**src/rtl/muldiv_pkg.sv**
```systemverilog
// Shared constants and types for the iterative RV32M multiply/divide unit.
// Latency: n/a (package).
// Backpressure: n/a (package).
package muldiv_pkg;

   localparam int XLEN_DEF = 32;

   // funct3 encodings of the M extension
   localparam logic [2:0] F3_MUL    = 3'd0;
   localparam logic [2:0] F3_MULH   = 3'd1;
   localparam logic [2:0] F3_MULHSU = 3'd2;
   localparam logic [2:0] F3_MULHU  = 3'd3;
   localparam logic [2:0] F3_DIV    = 3'd4;
   localparam logic [2:0] F3_DIVU   = 3'd5;
   localparam logic [2:0] F3_REM    = 3'd6;
   localparam logic [2:0] F3_REMU   = 3'd7;

   typedef enum logic [1:0] {
      ST_IDLE = 2'd0,
      ST_RUN  = 2'd1,
      ST_DONE = 2'd2
   } state_t;

   // Architectural results for the divide corner cases
   localparam logic [XLEN_DEF-1:0] DIV_ZERO_Q = '1;
   localparam logic [XLEN_DEF-1:0] DIV_OVF_Q  = 32'h8000_0000;

endpackage

```
**src/rtl/muldiv_datapath.sv**
```systemverilog
// Shared shift/accumulate datapath: shift-add multiply or restoring divide, one bit per step.
// Latency: XLEN steps after load; hi:lo then holds product (mul) or remainder:quotient (div).
// Backpressure: none; advances only when step is high, loads when load is high.
// Ports: clk/Reset, load + div_mode + load_lo/load_b (initial operands), step, hi/lo (state).
module muldiv_datapath
   import muldiv_pkg::*;
#(
   parameter int XLEN = XLEN_DEF
) (
   input  logic            clk,
   input  logic            Reset,
   input  logic            load,
   input  logic            step,
   input  logic            div_mode,
   input  logic [XLEN-1:0] load_lo,
   input  logic [XLEN-1:0] load_b,
   output logic [XLEN-1:0] hi,
   output logic [XLEN-1:0] lo
);

   logic [XLEN-1:0] b;
   logic            mode;
   logic [XLEN+1:0] x, y, s;
   logic [XLEN-1:0] shl;
   logic            ge;

   // Single adder: multiply adds the multiplicand into hi when the
   // multiplier LSB is set; divide subtracts the divisor from the partial
   // remainder shifted left by one with the next dividend bit.
   always_comb begin
      shl = {hi[XLEN-2:0], lo[XLEN-1]};
      if (mode) begin
         x = {1'b0, hi, lo[XLEN-1]};
         y = ~{2'b00, b};
      end else begin
         x = {2'b00, hi};
         y = lo[0] ? {2'b00, b} : '0;
      end
      s  = x + y + {{(XLEN+1){1'b0}}, mode};
      ge = ~s[XLEN+1];
   end

   always_ff @(posedge clk or negedge Reset) begin
      if (!Reset) begin
         hi   <= '0;
         lo   <= '0;
         b    <= '0;
         mode <= 1'b0;
      end else if (load) begin
         hi   <= '0;
         lo   <= load_lo;
         b    <= load_b;
         mode <= div_mode;
      end else if (step) begin
         if (mode) begin
            // restoring divide: keep the difference only when it did not go negative
            hi <= ge ? s[XLEN-1:0] : shl;
            lo <= {lo[XLEN-2:0], ge};
         end else begin
            // shift-add multiply: carry-out of the add shifts into hi MSB
            hi <= s[XLEN:1];
            lo <= {s[0], lo[XLEN-1:1]};
         end
      end
   end

endmodule

```
**src/rtl/muldiv_unit.sv**
```systemverilog
// Iterative RV32M multiply/divide unit: FSM, sign handling and divide corner cases around the datapath.
// Latency: done 33 cycles after start for normal ops, 1 cycle for divide-by-zero / signed overflow.
// Backpressure: stall holds the core while iterating; start while busy is ignored.
// Ports: clk/Reset, start/funct3/rs1_data/rs2_data/rd_in in; stall, busy, done, result, rd_out out.
module muldiv_unit
   import muldiv_pkg::*;
#(
   parameter int XLEN = XLEN_DEF
) (
   input  logic            clk,
   input  logic            Reset,
   input  logic            start,
   input  logic [2:0]      funct3,
   input  logic [XLEN-1:0] rs1_data,
   input  logic [XLEN-1:0] rs2_data,
   input  logic [4:0]      rd_in,
   output logic            stall,
   output logic            busy,
   output logic            done,
   output logic [XLEN-1:0] result,
   output logic [4:0]      rd_out
);

   localparam int              CW   = $clog2(XLEN);
   localparam logic [XLEN-1:0] SMIN = {1'b1, {(XLEN-1){1'b0}}};

   state_t          state;
   logic [CW-1:0]   cnt;
   logic [2:0]      op;
   logic            neg, special;
   logic [XLEN-1:0] spec_res;

   logic            s1_signed, s2_signed, is_rem, a_neg, b_neg;
   logic            div_zero, div_ovf, special_in, neg_in;
   logic [XLEN-1:0] a_mag, b_mag, spec_val;
   logic [XLEN-1:0] hi, lo, div_raw, div_res, mul_res, final_res;
   logic [2*XLEN-1:0] prod;
   logic            load, step;

   // Operand decode at issue time
   always_comb begin
      s1_signed = 1'b0;
      s2_signed = 1'b0;
      case (funct3)
         F3_MULH, F3_DIV, F3_REM: begin
            s1_signed = 1'b1;
            s2_signed = 1'b1;
         end
         F3_MULHSU: s1_signed = 1'b1;
         F3_MUL, F3_MULHU, F3_DIVU, F3_REMU: begin
         end
      endcase
      is_rem   = funct3[2] & funct3[1];
      a_neg    = s1_signed & rs1_data[XLEN-1];
      b_neg    = s2_signed & rs2_data[XLEN-1];
      // 0x80000000 negates to itself, which is the correct unsigned magnitude
      a_mag    = a_neg ? -rs1_data : rs1_data;
      b_mag    = b_neg ? -rs2_data : rs2_data;
      // remainder follows the dividend; everything else follows the sign product
      neg_in   = is_rem ? a_neg : (a_neg ^ b_neg);
      div_zero = (rs2_data == '0);
      div_ovf  = s1_signed & funct3[2] & (rs1_data == SMIN) & (rs2_data == '1);
      special_in = funct3[2] & (div_zero | div_ovf);
      if (is_rem) spec_val = div_zero ? rs1_data : '0;
      else        spec_val = div_zero ? DIV_ZERO_Q : DIV_OVF_Q;
   end

   assign load  = (state == ST_IDLE) & start & ~special_in;
   assign step  = (state == ST_RUN);
   assign stall = ((state == ST_IDLE) & start) | (state == ST_RUN);

   muldiv_datapath #(.XLEN(XLEN)) u_dp (
      .clk      (clk),
      .Reset    (Reset),
      .load     (load),
      .step     (step),
      .div_mode (funct3[2]),
      .load_lo  (funct3[2] ? a_mag : b_mag),
      .load_b   (funct3[2] ? b_mag : a_mag),
      .hi       (hi),
      .lo       (lo)
   );

   // Final sign fix-up and word select
   always_comb begin
      prod = {hi, lo};
      if (neg) prod = -prod;
      mul_res   = (op == F3_MUL) ? prod[XLEN-1:0] : prod[2*XLEN-1:XLEN];
      div_raw   = op[1] ? hi : lo;
      div_res   = neg ? -div_raw : div_raw;
      final_res = op[2] ? div_res : mul_res;
   end

   always_ff @(posedge clk or negedge Reset) begin
      if (!Reset) begin
         state    <= ST_IDLE;
         cnt      <= '0;
         busy     <= 1'b0;
         done     <= 1'b0;
         result   <= '0;
         rd_out   <= '0;
         op       <= '0;
         neg      <= 1'b0;
         special  <= 1'b0;
         spec_res <= '0;
      end else begin
         done <= 1'b0;
         case (state)
            ST_IDLE: begin
               if (start) begin
                  op       <= funct3;
                  rd_out   <= rd_in;
                  neg      <= neg_in;
                  special  <= special_in;
                  spec_res <= spec_val;
                  cnt      <= '0;
                  busy     <= 1'b1;
                  state    <= special_in ? ST_DONE : ST_RUN;
               end
            end
            ST_RUN: begin
               cnt <= cnt + 1'b1;
               if (cnt == CW'(XLEN-1)) state <= ST_DONE;
            end
            ST_DONE: begin
               done   <= 1'b1;
               result <= special ? spec_res : final_res;
               busy   <= 1'b0;
               state  <= ST_IDLE;
            end
            default: state <= ST_IDLE;
         endcase
      end
   end

endmodule

```
**config.mk**
```make
export PLATFORM = sky130hd
export DESIGN_NAME = muldiv_unit
export DESIGN_NICKNAME = d
export VERILOG_FILES = /design/src/rtl/muldiv_pkg.sv /design/src/rtl/muldiv_datapath.sv /design/src/rtl/muldiv_unit.sv
export SDC_FILE = /design/constraint.sdc
export NUM_CORES = 1
export LEC_CHECK = 0
export BUFFER_PORTS_ARGS = -buffer_cell sky130_fd_sc_hd__clkbuf_2
export CAP_MARGIN = 20
export CORE_MARGIN = 10
export CORE_UTILIZATION = 53
export CTS_CLUSTER_DIAMETER = 80
export CTS_CLUSTER_SIZE = 16
export DETAILED_ROUTE_END_ITERATION = 6
export HOLD_SLACK_MARGIN = 0.02
export PLACE_DENSITY = 0.76
export SYNTH_ARGS = -nofsm -noshare
export SYNTH_HDL_FRONTEND = slang
export SYNTH_SLANG_ARGS = --single-unit
```
**constraint.sdc**
```tcl
create_clock -name clk -period 11.5 [get_ports clk]
set_clock_uncertainty 0.15 [all_clocks]
set_input_delay 0.575 -clock clk [delete_from_list [all_inputs] [get_ports clk]]
set_output_delay 0.575 -clock clk [all_outputs]
set_load 0.01 [all_outputs]
```
==> summary.txt, run 1 <==
Timing
  • Unrepaired setup endpoints after global routing: no
  • Relative slew slack: roughly 29%
  • Worst-Margin Slew: approximately 1.1 ns
  • Slew Viols, Final: 0
  • Max Fclk: 198 MHz
  • Final Hold Viols: 8
  • Final setup vio count: 0
  • Setup_tns: 0 ns
  • Final period util: between 40% and 50%
  • Period minus WS final: 5.06 ns
  • Hold slack: -0.0193 ns

Place
  • Gpl congestion: 1.01
  • Final HPWL from detailed placement: between 40000 and 50000 um
  • Port Buf Inserts: ~110

Drt
  • Detailed-route DRC error count: 0
  • Initial DRC Count: around 2000
  • First-pass iteration count of the detailed router: 6
  • WL final: 59100 um
  • Via Count: roughly 16000
  • DR WL/cell: between 20 and 25 um
  • Vias per inst: 6.60
  • Post-route ant nets: 0

Cells and area
  • Layout cells sized above 1: 12.5%
  • Area grow syn2layout: 7.39%
  • Final Core Density: between 50% and 60%
  • Antenna diode count: 0
  • Nets: around 2200

Logic synthesis
  • Post-synth cell types: 86
  • Mapped cell area: around 16000 um2
  • Dominant synthesized flop cell: dfrtp_1
  • Synth warn: 0
  • Top-count cell post-synth: nand2_1
  • Post-synthesis cell count: between 2000 and 2500
  • #FFs+latches synth: 180
  • Synth top cells by count: nand2_1, o21ai_0, dfrtp_1, nor2_1, a21oi_1
  • Post-synth EDFFs: 0
  • Ys async rst share: 100%
  • Synth Net Count: about 2200
  • Seq/Total Area, Yosys: 28.3%
  • Synth top area share: ~28%
  • Synth area leader: dfrtp_1
  • Syn Area/Cell: about 7.7 um2
  • Area contributors post-synth: dfrtp_1, o21ai_0, nand2_1

Power
  • P per Cell Area: roughly 360 nW/um2
  • Clock power frac: about 10%
  • Net load switching power: ~3.3 mW
  • Leak: slightly below 7 nW
  • Combinational share of power: about two thirds
  • Sequential group share of total power: 22.5%
  • Sw Share: a little over half
  • Internal power: about 2.8 mW
  • Maximum vdd ir drop: about 0.00018 V

Worst setup path
  • R2R Path Start: u_dp.mode$_DFFE_PN0P_
  • Worst EP arrival: 5.28 ns
  • Worst setup EP type: flop
  • FF-to-FF path depth: 12
  • Reg-to-Reg End: u_dp.hi[27]$_DFFE_PN0P_
  • CP required: 11.72 ns
  • CP Max Fanout: 53
  • R2R Setup Slk: around 6.4 ns
  • Setup CP Type: flop to flop
  • Setup crit start kind: flop

Clock network
  • CTS resizes: 0
  • Max clock buf depth: 2
  • Setup bufs post-CTS: 0
  • CTS tree: yes
  • Clock buffer count from CTS: 17
  • Clk root buf: clkbuf_16
  • Worst-path clk slew: approximately 0.07 ns
  • Clock Latency Late Sink: roughly 0.45 ns
  • CTS H-Tree Depth: 4
  • Sink Count: between 150 and 200
  • Hold_buf cts: 0

Die
  • Die area: between 30000 and 40000 um2
  • Die width: 193 um
  • IO Count: between 100 and 150
  • Starting Density: a little over half
  • Die height: between 150 and 200 um
  • # rows: 63
  • Core ar.: between 20000 and 30000 um2

Run status
  • Status: complete, but fails checks
  • Failing checks: negative hold slack

Global routing
  • Pin count of the biggest net entering global routing: 96
  • First-pass GRT wire length: around 90000 um
  • Gr usage total: a little over 30%
  • Initial antenna violation count: 0
  • Vias in the first global route: 15021
  • Global route overflow: 0

Flow run
  • Maxcap violations: 0

Hold path
  • Worst hold-check path type: input pin to async pin
[flip-flops by register name, summed over array words and instances, names as in the netlist]
register   cells
special        1
op             3
result        32
rd_out         5
u_dp.mode      1
busy           1
state          2
cnt            5
u_dp.hi       32
u_dp.b        32
spec_res      32
done           1
neg            1
u_dp.lo       32
[power by group through the flow]
| stage | Combinational (mW) | Clock, mW | Sequential (mW) |
|---|---|---|---|
| finish | 4.18 | 0.618 | 1.39 |
| global route | 4.57 | 0.646 | 1.41 |
| CTS | 4.08 | 0.617 | 1.36 |
| detailed placement | 4.05 | 0 | 1.37 |
| global placement | 4.02 | 0 | 1.37 |
| floorplan | 3.26 | 0 | 1.03 |
[layout by cell type, fill, tap and decap left out, types with 8 or more instances in the layout]
master     count
nand2_1      298
o21ai_0      231
dfrtp_1      177
nor2_1       146
a21oi_1      141
clkbuf_2     113
xnor2_1       85
xor2_1        83
o21ai_1       69
mux2i_1       61
mux2_2        48
nor3_1        42
o221ai_1      42
ha_1          39
or3_1         33
nand3_1       32
o31ai_1       32
inv_1         26
a31oi_1       24
nand4_1       23
buf_4         23
o211ai_1      20
o22ai_1       17
clkbuf_16     17
a21o_1        16
a211oi_1      15
nor4_1        13
or4_1         13
nand2b_1      12
and3_1        12
o41ai_1       11
nor2b_1        9
or2_2          8
[worst max-delay path by stage]
stage / start / end / cells after the start
4_1_cts: u_dp.mode$_DFFE_PN0P_ / u_dp.hi[30]$_DFFE_PN0P_ / 11
3_5_place_dp: u_dp.mode$_DFFE_PN0P_ / u_dp.hi[30]$_DFFE_PN0P_ / 11
6_report: u_dp.mode$_DFFE_PN0P_ / u_dp.hi[27]$_DFFE_PN0P_ / 12
5_1_grt: u_dp.mode$_DFFE_PN0P_ / u_dp.hi[30]$_DFFE_PN0P_ / 12
3_3_place_gp: u_dp.mode$_DFFE_PN0P_ / u_dp.hi[30]$_DFFE_PN0P_ / 11
2_1_floorplan: u_dp.mode$_DFFE_PN0P_ / u_dp.hi[30]$_DFFE_PN0P_ / 14
[cell families (layout without fill, tap and decap cells)]
| family | after synthesis | in the layout | share of synthesized area [%] |
|---|---|---|---|
| flip-flops | 180 | 180 | 28.3 |
| adder cells (fa/ha/maj) | 41 | 41 | 3.31 |
| AND/OR/NAND/NOR | 682 | 682 | 20.1 |
| multiplexers | 110 | 110 | 7.29 |
| buffers and inverters | 203 | 198 | 5.04 |
| AO/OA/AOI/OAI | 695 | 695 | 26.7 |
| XOR/XNOR | 168 | 168 | 9.23 |
[routing by layer]
layer | wire length [um] | vias to the layer above | global-route usage [%]
li1 | - | 7517 | -
met1 | 25300 | 7749 | 40.9
met2 | 25600 | 845 | 45.1
met3 | 5210 | 163 | 5.67
met4 | 3060 | 0 | 14.7
met5 | 0 | - | 0
[worst max-delay path, cell delays in order, from the launching register on]
cell and delay (ns):
dfrtp_4 0.77, buf_4 0.69, mux2_2 0.44, fa_1 0.44, fa_1 0.44, a211oi_1 0.32, nor3_1 0.13, o2111ai_1 0.39
a21oi_1 0.21, a211oi_1 0.46, xnor2_1 0.20, o221ai_1 0.15, o21ai_1 0.16
[metrics by stage]
step           instance area, um2  setup slack [ns]  std cells  total power, mW
3_3_place_gp                16500              6.42       2431             5.39
2_1_floorplan               15900              7.06       2079             4.29
6_report                    17100              6.44       2464             6.18
4_1_cts                     17100              6.25       2463             6.05
3_5_place_dp                16500              6.31       2431             5.43
5_1_grt                     17100              6.07       2464             6.62
[final cells by class]
class	instances	area (um2)
multi-input combinational	1696	10600
sequential	180	4510
clock inverter	13	163
timing repair buffer	138	764
clock buffer	19	443
tap	390	488
fill	2847	12500
inverter	28	105
Power figures use the tool's default switching activity.
==> inputs of run 2 (changes only) <==
- PLACE_DENSITY: 0.76 -> 0.79
- clock period: 11.5 -> 4.09 ns (I/O delays scaled with it)
==> run 2 against run 1 <==
Effect of this change:
- the flow now finishes without violations
- die area unchanged
- largest cell class unchanged
- combinational power rose to 3.2 times the previous value
- highest routed layer is now met5
- non-clock buffer count grew 101
- worst hold slack gained 0.065 ns
- critical endpoint is now u_dp.lo[0]$_DFFE_PN0P_
- cell area is 5.4% higher
- largest power group unchanged
==> summary.txt, run 2 (same netlist as run 1, synthesis figures left out) <==
Run status
  • Status: finished clean

Global routing
  • Global route overflow: 0 (unchanged)
  • Pin count of the biggest net entering global routing: 91 (-5.2%)
  • Vias in the first global route: 15648 (+4.2%)
  • Initial antenna violation count: 1 (+1)
  • Gr usage total: 31.8% (+1.6 points)
  • First-pass GRT wire length: 95100 um (+5.6%)

Drt
  • Via Count: 16945 (+4.1%)
  • First-pass iteration count of the detailed router: 6 (unchanged)
  • WL final: 62100 um (+5.1%)
  • Vias per inst: 6.61 (about the same)
  • Wire length on met3: 5560 um (+6.8%)
  • Post-route ant nets: 0 (unchanged)
  • Top Metal Used: met5
  • DR WL/cell: 24.2 um (+1.0%)
  • Routed length on met1: 26000 um (+2.8%)
  • Met2 routed WL: 27500 um (+7.7%)
  • Initial DRC Count: 2075 (+1.5%)
  • Detailed-route DRC error count: 0 (unchanged)

Timing
  • Final Hold Viols: 0 (-8)
  • Unrepaired setup endpoints after global routing: no
  • Worst-Margin Slew: 1.06 ns (-0.00162 ns)
  • Final period util: 96.8% (+53 points)
  • Period minus WS final: 3.96 ns (-1.10 ns)
  • Relative slew slack: 28.6% (-0.38 points)
  • Hold slack: 0.0459 ns (+0.0652 ns)
  • Final setup vio count: 0 (unchanged)
  • Slew Viols, Final: 0 (unchanged)
  • Max Fclk: 253 MHz (+28%)
  • Setup_tns: 0 ns (unchanged)

Cells and area
  • Commonest cells after routing, fill and taps aside: nand2_1, o21ai_0, dfrtp_1, nor2_1, a21oi_1
  • Antenna diode count: 0 (unchanged)
  • Most common cell after layout, fill and taps aside: nand2_1
  • Layout cells sized above 1: 15.6% (+3.1 points)
  • Area grow syn2layout: 13.2%
  • Footprint of the multi-input gates: 10700 um2 (+0.27%)
  • Register area: 4510 um2 (unchanged)
  • Nets: 2278 (+4.6%)
  • Layout filler cell count: 2737 (-3.9%)

Clock network
  • CTS H-Tree Depth: 4 (unchanged)
  • Worst-path clk slew: 0.08 ns (about the same)
  • Setup bufs post-CTS: 0 (unchanged)
  • Sink Count: 180 (unchanged)
  • CTS tree: yes
  • Clock buffer count from CTS: 17 (unchanged)
  • Max clock buf depth: 2 (unchanged)
  • Clock Latency Late Sink: 0.46 ns (about the same)
  • Clk root buf: clkbuf_16

Hold path
  • WHS Path Cells: 3
  • Worst hold-check path type: input pin to flop

Place
  • Port Buf Inserts: 114 (unchanged)
  • Final HPWL from detailed placement: 48100 um (+6.1%)
  • Gpl congestion: 1.05 (+3.7%)

Die
  • Core ar.: 29600 um2 (unchanged)
  • Die height: 193 um (unchanged)
  • IO Count: 115 (unchanged)
  • Starting Density: 53.8% (unchanged)
  • # rows: 63 (unchanged)
  • Die area: 37400 um2 (unchanged)
  • Die width: 193 um (unchanged)

Worst setup path
  • Worst EP arrival: 4.12 ns (-1.16 ns)
  • CP required: 4.25 ns (-7.47 ns)
  • FF-to-FF path depth: 11 (-1)
  • Worst setup EP type: flop
  • CP Max Fanout: 35 (-34%)
  • Setup crit start kind: flop
  • Setup CP Type: flop to flop

Flow run
  • Maxcap violations: 0 (unchanged)

Power
  • P per Cell Area: 1020 nW/um2 (+180%)
  • Leak: 7.41 nW (+7.4%)
  • Maximum vdd ir drop: 0.000506 V (+180%)
==> run 2: changes by cell type in the layout (fill, tap and decap cells not counted), moves of 2 or more <==
cell           delta
dlygate4sd3_1    +25
a2111oi_0         -2
buf_12            +3
clkinv_4          +3
clkinvlp_4        -2
bufinv_16         +2
buf_4            +71
==> run 2: where the power goes <==
part           internal (mW)  total, mW  switching (mW)  leakage [nW]
combinational           5.29       13.2            7.92          4.83
sequential              2.49       3.46           0.973          2.27
clock                   1.03       1.80           0.764         0.302
total                   8.81       18.5            9.66          7.41
==> run 2: timing repair <==
| action | CTS | global route |
|---|---|---|
| gates resized for setup | 1 | 13 |
| pin swaps | 0 | 1 |
| endpoints found under the hold margin | 101 | 0 |
| setup endpoints to repair | 8 | 32 |
| hold buffers | 25 | 0 |
==> run 2: worst paths after layout <==
| kind | startpoint | endpoint | slack (ns) |
|---|---|---|---|
| max | u_dp.mode$_DFFE_PN0P_ | u_dp.lo[0]$_DFFE_PN0P_ | 0.13 |
| min | rs1_data[30] | spec_res[30]$_DFFE_PN0P_ | 0.05 |
| max reg2reg | u_dp.mode$_DFFE_PN0P_ | u_dp.lo[0]$_DFFE_PN0P_ | 0.13 |
| min reg2reg | rd_out[2]$_DFFE_PN0P_ | rd_out[2]$_DFFE_PN0P_ | 0.33 |
| max in group asynchronous | Reset | u_dp.b[21]$_DFFE_PN0P_ | 2.59 |
| min in group asynchronous | Reset | u_dp.hi[16]$_DFFE_PN0P_ | 0.24 |
==> run 2: final cells by class <==
type | count | area share [%]
inverters | 28 | 0.583
multi-input cells | 1696 | 59.2
well taps | 390 | 2.70
clock buffers | 18 | 2.38
repair buffers | 239 | 9.06
flip-flops and latches | 180 | 25.0
clock inverters | 13 | 1.10
==> run 2: critical path: stages, from the launching register on <==
cell	delay, ns
dfrtp_4	0.51
buf_12	0.23
mux2_2	0.36
ha_1	0.37
a21o_1	0.22
a21oi_1	0.27
a2111oi_2	0.13
a211oi_2	0.49
a2111o_1	0.28
nand3_1	0.21
a211oi_1	0.42
o22ai_1	0.16
==> run 2: per-stage QoR <==
step	setup slack (ns)	instance area (um2)	total power, mW	std cells	util (%)
global placement	0.0775	17100	16.0	2508	57.8
floorplan	0.0296	16000	12.1	2079	-
detailed placement	-0.0193	17100	16.2	2508	57.8
CTS	0.0385	18000	18.0	2564	60.7
finish	0.131	18000	18.5	2564	60.9
global route	0.0165	18000	19.7	2564	60.9
==> run 2: routing by layer <==
metal  up-vias  GRT usage, %
li1       7714             -
met1      8075          43.3
met2       981          47.8
met3       173          5.53
met4         2          15.2
met5         -             0
